<file path="src/rtl/rf_pkg.sv">
// Shared constants for the integer register file.
// Decode, writeback and the register file all use these defaults, so the
// address width and the hardwired-zero register index are defined only here.
//   XLEN_DEFAULT  : default data width in bits
//   NREGS_DEFAULT : default number of architectural registers
//   REG_ZERO      : index of the hardwired zero register (x0)
//   addr_width()  : register address width for a given register count
package rf_pkg;

    localparam int unsigned XLEN_DEFAULT  = 32;
    localparam int unsigned NREGS_DEFAULT = 32;
    localparam int unsigned REG_ZERO      = 0;

    // A lone register would still need a 1-bit address field.
    function automatic int unsigned addr_width(input int unsigned nregs);
        return (nregs > 1) ? $clog2(nregs) : 1;
    endfunction

endpackage

</file>
<file path="src/rtl/rf_scoreboard.sv">
// Per-register pending-write scoreboard.
// Decode marks the destination of an issued instruction busy; a writeback to
// that register clears it. When issue and writeback hit the same register in
// one cycle, the issue wins because the newly issued instruction now owns it.
// Ports:
//   clk, reset   : rising-edge clock, asynchronous active-high clear
//   we, wb_addr  : writeback enables and packed addresses (port k at [k*AW +: AW])
//   issue_en     : mark issue_addr busy at the next edge
//   issue_addr   : destination of the issued instruction
//   rd_addr      : packed read-port addresses (port j at [j*AW +: AW])
//   rd_mask      : per read port, suppress busy (a same-cycle bypass supplies the data)
//   rd_busy      : per read port, 1 = register has a pending write
module rf_scoreboard
    import rf_pkg::*;
#(
    parameter int unsigned NREGS = NREGS_DEFAULT,
    parameter int unsigned NRD   = 2,
    parameter int unsigned NWR   = 1,
    parameter int unsigned AW    = addr_width(NREGS)
) (
    input  logic              clk,
    input  logic              reset,
    input  logic [NWR-1:0]    we,
    input  logic [NWR*AW-1:0] wb_addr,
    input  logic              issue_en,
    input  logic [AW-1:0]     issue_addr,
    input  logic [NRD*AW-1:0] rd_addr,
    input  logic [NRD-1:0]    rd_mask,
    output logic [NRD-1:0]    rd_busy
);

    logic [NREGS-1:0] busy_q;
    logic [NREGS-1:0] busy_d;

    // Clears first, then the issue set, so a same-cycle issue overrides a clear.
    always_comb begin
        busy_d = busy_q;
        for (int k = 0; k < NWR; k++) begin
            if (we[k]) begin
                busy_d[wb_addr[k*AW +: AW]] = 1'b0;
            end
        end
        if (issue_en) begin
            busy_d[issue_addr] = 1'b1;
        end
        // x0 never has a producer.
        busy_d[REG_ZERO] = 1'b0;
    end

    always_ff @(posedge clk or posedge reset) begin
        if (reset) begin
            busy_q <= '0;
        end else begin
            busy_q <= busy_d;
        end
    end

    for (genvar j = 0; j < NRD; j++) begin : g_lookup
        assign rd_busy[j] = ~reset & ~rd_mask[j] & busy_q[rd_addr[j*AW +: AW]];
    end

endmodule

</file>
<file path="src/rtl/reg_file_mp.sv">
// Parametrised multi-port integer register file with a pending-write scoreboard.
// Sits between decode (reads, issue) and writeback (writes). x0 reads as zero
// and ignores writes and issues. Reads are combinational; with BYPASS set, a
// read of a register being written this cycle returns the incoming data.
// Ports:
//   clk        : rising-edge clock
//   reset      : asynchronous active-high clear of all registers and busy bits
//   we         : per write port enable
//   wb_addr    : packed write addresses, port k at [k*AW +: AW]
//   wb_data    : packed write data, port k at [k*XLEN +: XLEN]
//   rd_addr    : packed read addresses, port j at [j*AW +: AW]
//   rd_data    : packed read data, port j at [j*XLEN +: XLEN] (combinational)
//   rd_busy    : per read port, 1 = addressed register has a pending write
//   issue_en   : mark issue_addr pending at the next edge
//   issue_addr : destination register of the issued instruction
module reg_file_mp
    import rf_pkg::*;
#(
    parameter int unsigned XLEN   = XLEN_DEFAULT,
    parameter int unsigned NREGS  = NREGS_DEFAULT,
    parameter int unsigned NRD    = 2,
    parameter int unsigned NWR    = 1,
    parameter bit          BYPASS = 1'b1,
    parameter int unsigned AW     = addr_width(NREGS)
) (
    input  logic                clk,
    input  logic                reset,
    input  logic [NWR-1:0]      we,
    input  logic [NWR*AW-1:0]   wb_addr,
    input  logic [NWR*XLEN-1:0] wb_data,
    input  logic [NRD*AW-1:0]   rd_addr,
    output logic [NRD*XLEN-1:0] rd_data,
    output logic [NRD-1:0]      rd_busy,
    input  logic                issue_en,
    input  logic [AW-1:0]       issue_addr
);

    logic [XLEN-1:0] regs_q [NREGS];
    logic [XLEN-1:0] regs_d [NREGS];
    logic [NRD-1:0]  byp_hit;

    // Write decode: ports scanned in ascending order so the highest index wins
    // an address conflict. Entry 0 is pinned to zero and folds away in synthesis.
    always_comb begin
        for (int i = 0; i < NREGS; i++) begin
            regs_d[i] = regs_q[i];
            for (int k = 0; k < NWR; k++) begin
                if (we[k] && (wb_addr[k*AW +: AW] == AW'(i))) begin
                    regs_d[i] = wb_data[k*XLEN +: XLEN];
                end
            end
        end
        regs_d[REG_ZERO] = '0;
    end

    always_ff @(posedge clk or posedge reset) begin
        if (reset) begin
            regs_q <= '{default: '0};
        end else begin
            regs_q <= regs_d;
        end
    end

    for (genvar j = 0; j < NRD; j++) begin : g_rd
        logic [AW-1:0]   addr;
        logic [XLEN-1:0] data;
        logic            hit;

        assign addr = rd_addr[j*AW +: AW];

        always_comb begin
            data = regs_q[addr];
            hit  = 1'b0;
            if (BYPASS) begin
                for (int k = 0; k < NWR; k++) begin
                    if (we[k] && (wb_addr[k*AW +: AW] == addr)) begin
                        data = wb_data[k*XLEN +: XLEN];
                        hit  = 1'b1;
                    end
                end
            end
            // x0 and a held reset both force a clean zero, even against a bypass.
            if ((addr == AW'(REG_ZERO)) || reset) begin
                data = '0;
                hit  = 1'b0;
            end
        end

        assign rd_data[j*XLEN +: XLEN] = data;
        assign byp_hit[j]              = hit;
    end

    rf_scoreboard #(
        .NREGS (NREGS),
        .NRD   (NRD),
        .NWR   (NWR),
        .AW    (AW)
    ) u_scoreboard (
        .clk        (clk),
        .reset      (reset),
        .we         (we),
        .wb_addr    (wb_addr),
        .issue_en   (issue_en),
        .issue_addr (issue_addr),
        .rd_addr    (rd_addr),
        .rd_mask    (byp_hit),
        .rd_busy    (rd_busy)
    );

endmodule

</file>
<file path="config.mk">
export PLATFORM = sky130hd
export DESIGN_NAME = reg_file_mp
export DESIGN_NICKNAME = d
export VERILOG_FILES = /design/src/rtl/rf_pkg.sv /design/src/rtl/rf_scoreboard.sv /design/src/rtl/reg_file_mp.sv
export SDC_FILE = /design/constraint.sdc
export NUM_CORES = 2
export LEC_CHECK = 0
export BUFFER_PORTS_ARGS = -buffer_cell sky130_fd_sc_hd__buf_2
export CORE_MARGIN = 3
export CORE_UTILIZATION = 59
export CTS_BUF_LIST = sky130_fd_sc_hd__clkbuf_2 sky130_fd_sc_hd__clkbuf_4 sky130_fd_sc_hd__clkbuf_8
export CTS_CLUSTER_SIZE = 12
export DETAILED_ROUTE_END_ITERATION = 10
export MAX_ROUTING_LAYER = met4
export PLACE_DENSITY = 0.79
export SYNTH_ARGS = -nofsm -noshare
export SYNTH_HDL_FRONTEND = slang
export SYNTH_SLANG_ARGS = --single-unit
</file>
<file path="constraint.sdc">
create_clock -name clk -period 28 [get_ports clk]
set_input_delay 1.4 -clock clk [delete_from_list [all_inputs] [get_ports clk]]
set_output_delay 1.4 -clock clk [all_outputs]
set_load 0.05 [all_outputs]
</file>
; ---- After elaboration in Yosys (flattened, before gate mapping)
; Cells that the tools add are included.
; Widths: inputs -> output; s select.
[totals]
elab_cells = 148
romBits = 0
n_memories = 0
input_bits = 56
register_bits = 1023
ramBits = 0
latchBits = 0
out_inout_bits = 66
[classes]
add_sub_neg = 0
eq_ne = 33
muxes = 24
bitwise = 12
n_div = 0
magnitude_cmp = 8
multipliers = 0
shifts = 0
reduce_logical = 39
[ops]
columns = op, count
row1 = $bmux 32 s5, 2
row2 = $mux 32, 10
row3 = $eq 5x5->1 const B, 16
row4 = $eq 5x4->1 const B, 8
row5 = $logic_and 1x1->1, 35
row6 = $and 32x32->32, 1
row7 = $not 32->32, 1
row8 = $or 32x32->32, 1
row9 = $lt 5x6->1 const B, 4
row10 = $eq 5x3->1 const B, 4
row11 = $ge 6x6->1 const B, 2
row12 = $not 5->6, 2
row13 = $bmux 1 s5, 2
row14 = $demux 1 s5, 2
row15 = $eq 5x2->1 const B, 2
row16 = $eq 5x5->1, 2
row17 = $ge 5x1->1 const B, 2
row18 = $logic_not 5->1, 2
row19 = $mux 1, 8
row20 = $eq 5x1->1 const B, 1
row21 = $and 1x1->1, 4
row22 = $not 1->1, 3
row23 = $logic_or 1x1->1, 2

; ---- Logic depth before layout (Yosys ltp)
[logic_depth]
depth_word = 9
depth_mapped = 10
depth_no_buf = 5

; ---- Cells and area by module
; From an unflattened synthesis, not the netlist that was laid out.
[unflattened]
cells_unflattened = 3806
area_unflattened_um2 = 55484.5
[modules_own_cells]
columns = module, seq_area_each_um2, n_inst, cells_per_inst, area_each_um2
row1 = reg_file_mp, 24823.8, 1, 3626, 53610.2
row2 = rf_scoreboard, 775.7, 1, 180, 1874.3

; ---- Worst setup path after synthesis
; No wires, ideal clock.
[synth_path]
path_type = input port to output port
from = input port reset
to = output port rd_data[12]
path_stages = 6
t_arrival_ns = 27.306
n_path_buf = 1
path_slack_ns = -0.706
required_time_ns = 26.600
path_cell_list = inv_1 o21ai_0 o21bai_1 buf_4 a211o_1 o21ai_0
[synth_between]
elab_chain_cells = 2
[synth_lines]
columns = element, line
row1 = from (decl), reg_file_mp.sv:27  ; input logic reset,
row2 = $logic_or 1x1->1, reg_file_mp.sv:83  ; if ((addr == AW'(REG_ZERO)) || reset) begin
row3 = $mux 32, reg_file_mp.sv:83
row4 = to (decl), reg_file_mp.sv:32  ; output logic [NRD*XLEN-1:0] rd_data,
; Every way passes these cells.

; ---- Worst setup path in the final report
[layout_path]
from = input port rd_addr[2]
to = output port rd_data[10]
[layout_between]
elab_chain_cells = 6
elab_cells_between_ends = 10
cone_classes = 1 x eq/ne / 5 x mux / 1 x bitwise / 3 x reduce/logical
[layout_lines]
columns = element, line
row1 = from (decl), reg_file_mp.sv:31  ; input logic [NRD*AW-1:0] rd_addr,
row2 = $not 5->6 (implied by the code), reg_file_mp.sv:72  ; data = regs_q[addr];
row3 = $bmux 32 s5, reg_file_mp.sv:72
row4 = $mux 32 (implied by the code) (2 in series), reg_file_mp.sv:72
row5 = $mux 32, reg_file_mp.sv:76  ; if (we[k] && (wb_addr[k*AW +: AW] == addr)) begin
row6 = $mux 32 *, reg_file_mp.sv:83
; Every way passes the cells marked *; elsewhere a longest branch is shown, timed or not. The select of a mux whose other input is x is not followed.

==> flow_metrics.tcl <==
set metrics [dict create \
    critPathRequiredTime_ps 26600 \
    clock-root-buffer "clkbuf_8" \
    power.leakage_uw 0.0258 \
    synth_top_area_cell "dfrtp_1" \
    timing.final.ws_setup_ps 20900 \
    synth_seq_cells 1023 \
    ir_drop_uv 41.6 \
    clock_latency_ps 830 \
    finalHoldWorstSlack_ps 506 \
    portBuffers 121 \
    seq_area_frac_synth_pct 46.2 \
    criticalPathCategory "in -> out" \
    n_fill_cell 6433 \
    place_inst 4814 \
    syn_area_um2 55400 \
    slew_violations 0 \
    synthDistinctLibCells 53 \
    worstReg2RegEnd "regs_q[444]" \
    rsz0062_at_grt "false" \
    powerDensity_nw_per_um2 72.0 \
    synthFlopType "dfrtp_1" \
    start_kind "input port" \
    cts_buffer_depth 3 \
    cp-startpoint "rd_addr[2]" \
    placementRows 111 \
    timing.critical_path.to "rd_data[10]" \
    cp.arrival_ps 5700 \
    finalInstanceArea_um2 60200 \
    multi_input_area_um2 28000 \
    grt_pass1_wl_um 257000 \
    vias 37800 \
    cts_sinks 1023 \
    antenna_found_initial 11 \
    drive_above_1_share_pct 53.7 \
    seq_area_um2 25600 \
    async_flop_share_pct 100 \
    fmaxAchievable_ghz 0.141 \
    post_cts_resized 0 \
    reg2reg_from "regs_q[444]" \
    worstMarginPinSlew_ps 1430 \
    core_area_um2 92400 \
    worst-r2r-setup-slack_ps 27170 \
    grt_overflow 0 \
    place_congestion 0.853 \
    maxCapViolCount 0 \
    path_max_fanout 59 \
    place_ws_ps 20890 \
    clk_pin_slew_worst_paths_ps 60 \
    routed_wl_um 173000 \
    grt_max_degree 182 \
    final_nets 3797 \
    post-synth-top-count-cell "mux2_2" \
    avgSynthCellArea_um2 14.7 \
    die_area_um2 97600 \
    postPlaceCellArea_um2 56600 \
    drtIter0Drc 4543 \
    holdBufCountCts 0 \
    end_kind "output port" \
    ys_top_cells_by_count "mux2_2 (1058), dfrtp_1 (1023), mux4_2 (465)" \
    track_usage_pct 36.8 \
    min_path_cells 1 \
    yosysWarnings 0 \
    cts_buffers 168 \
    ioPinCount 122 \
    fin_skew_ps 0 \
    finalHoldViolations 0 \
    period_minus_slack_ps 7100 \
    tns_ps 0 \
    dieWidth_um 312 \
    cts_setup_buffers 0 \
    synthTopCellsByArea "dfrtp_1 (46%), mux2_2 (22%), mux4_2 (19%)" \
    synth_edf_count 0 \
    period_share_pct 25.3 \
    syn_to_final_growth_pct 8.68 \
    start_util_pct 60.0 \
    synth_cells 3773 \
    setup_violations 0 \
    cts_tree "yes" \
    layout.cells.non_filler 5110 \
    grt_pass1_vias 38300 \
    via_per_inst 7.40 \
    status "finished clean" \
    reg2regPathDepth 1 \
    relSlewSlack_pct 4.60 \
    die_y_um 312 \
    yosysTopAreaCellShare_pct 46.2 \
    firstDrtPassIters 5 \
    h-tree-depth 4 \
    synth.net_count 3829 \
    hp-class "reg -> reg" \
    post-route-drc-count 0 \
    ant_nets 0 \
    dp_hpwl_um 96700 \
    wl_per_cell_um 33.9 \
]
-- final cells by class --
class / instances / area share, %
timing repair buffer: 211 / 2.31
inverter: 11 / 0.0748
multi-input combinational: 2326 / 46.5
sequential: 1023 / 42.5
antenna: 10 / 0.0416
clock buffer: 265 / 5.46
clock inverter: 21 / 0.507
tap: 1243 / 2.58
-- sequential cells by signal (all words and copies together), names as in the netlist --
name	flops
regs_q	992
u_scoreboard.busy_q	31
-- critical path, cell delays in order --
cell      delay, ps
clkbuf_8        570
buf_4           830
and2_2          730
buf_4           550
a22oi_1         190
o31ai_1         110
o21ai_1          90
o21ai_0         720
buf_2           410
-- metal layers --
| metal | part of all wire (%) | track usage, % | vias to the layer above |
|---|---|---|---|
| met1 | 38 | 49.0 | 20000 |
| met3 | 13 | 11.9 | 542 |
| met4 | 4.8 | 16.5 | 0 |
| met5 | 0 | - | - |
| met2 | 45 | 52.0 | 2599 |
| li1 | - | - | 14600 |
-- layout by cell type (no fill, tap or decap), types with 24 or more instances in the layout --
cell type,synthesis,final
a211o_1,27,27
a211oi_1,32,32
a221oi_1,49,49
a22o_1,24,24
a22oi_1,102,102
buf_2,140,112
buf_4,35,89
clkbuf_4,0,57
clkbuf_8,0,209
dfrtp_1,1023,1023
mux2_2,1058,1058
mux2i_1,38,38
mux4_2,465,465
nand2_1,87,77
nand3_1,41,40
nor2b_1,78,69
nor3_1,46,44
o21ai_0,47,47
o21ai_1,38,37
o22ai_1,34,34
-- how the worst min path moves through the flow --
stage,slack [ps],end,startpoint
finish,510,regs_q[442],regs_q[442]
global route,530,regs_q[565],regs_q[565]
CTS,510,regs_q[431],regs_q[431]
detailed placement,500,regs_q[431],regs_q[431]
global placement,480,u_scoreboard.busy_q[12],u_scoreboard.busy_q[12]
floorplan,460,u_scoreboard.busy_q[12],u_scoreboard.busy_q[12]
-- where the power goes --
group	leakage (uW)	total, uW	switching, uW	internal, uW
Sequential	0.0130	1990	223	1770
Clock	0.00190	1420	615	805
Combinational	0.0109	920	387	533
Total	0.0258	4330	1230	3110
-- stage by stage --
| stage | total power, uW | util (%) |
|---|---|---|
| final | 4330 | 65.2 |
| after global routing | 4500 | 65.2 |
| after CTS | 4320 | 65.2 |
| after detailed placement | 2920 | 61.3 |
| after global placement | 2870 | 61.3 |
| after floorplan | 2680 | - |
-- cell families (layout without fill, tap and decap cells) --
group                  after synthesis  after routing  synth area share, %
AND/OR/NAND/NOR                    326            326                 3.02
AO/OA/AOI/OAI                      412            412                 5.46
multiplexers                      1578           1578                 41.5
XOR/XNOR                            10             10                0.158
buffers and inverters              424            508                 3.70
other                                0             10                    0
flip-flops                        1023           1023                 46.2
Power figures use the tool's default switching activity.
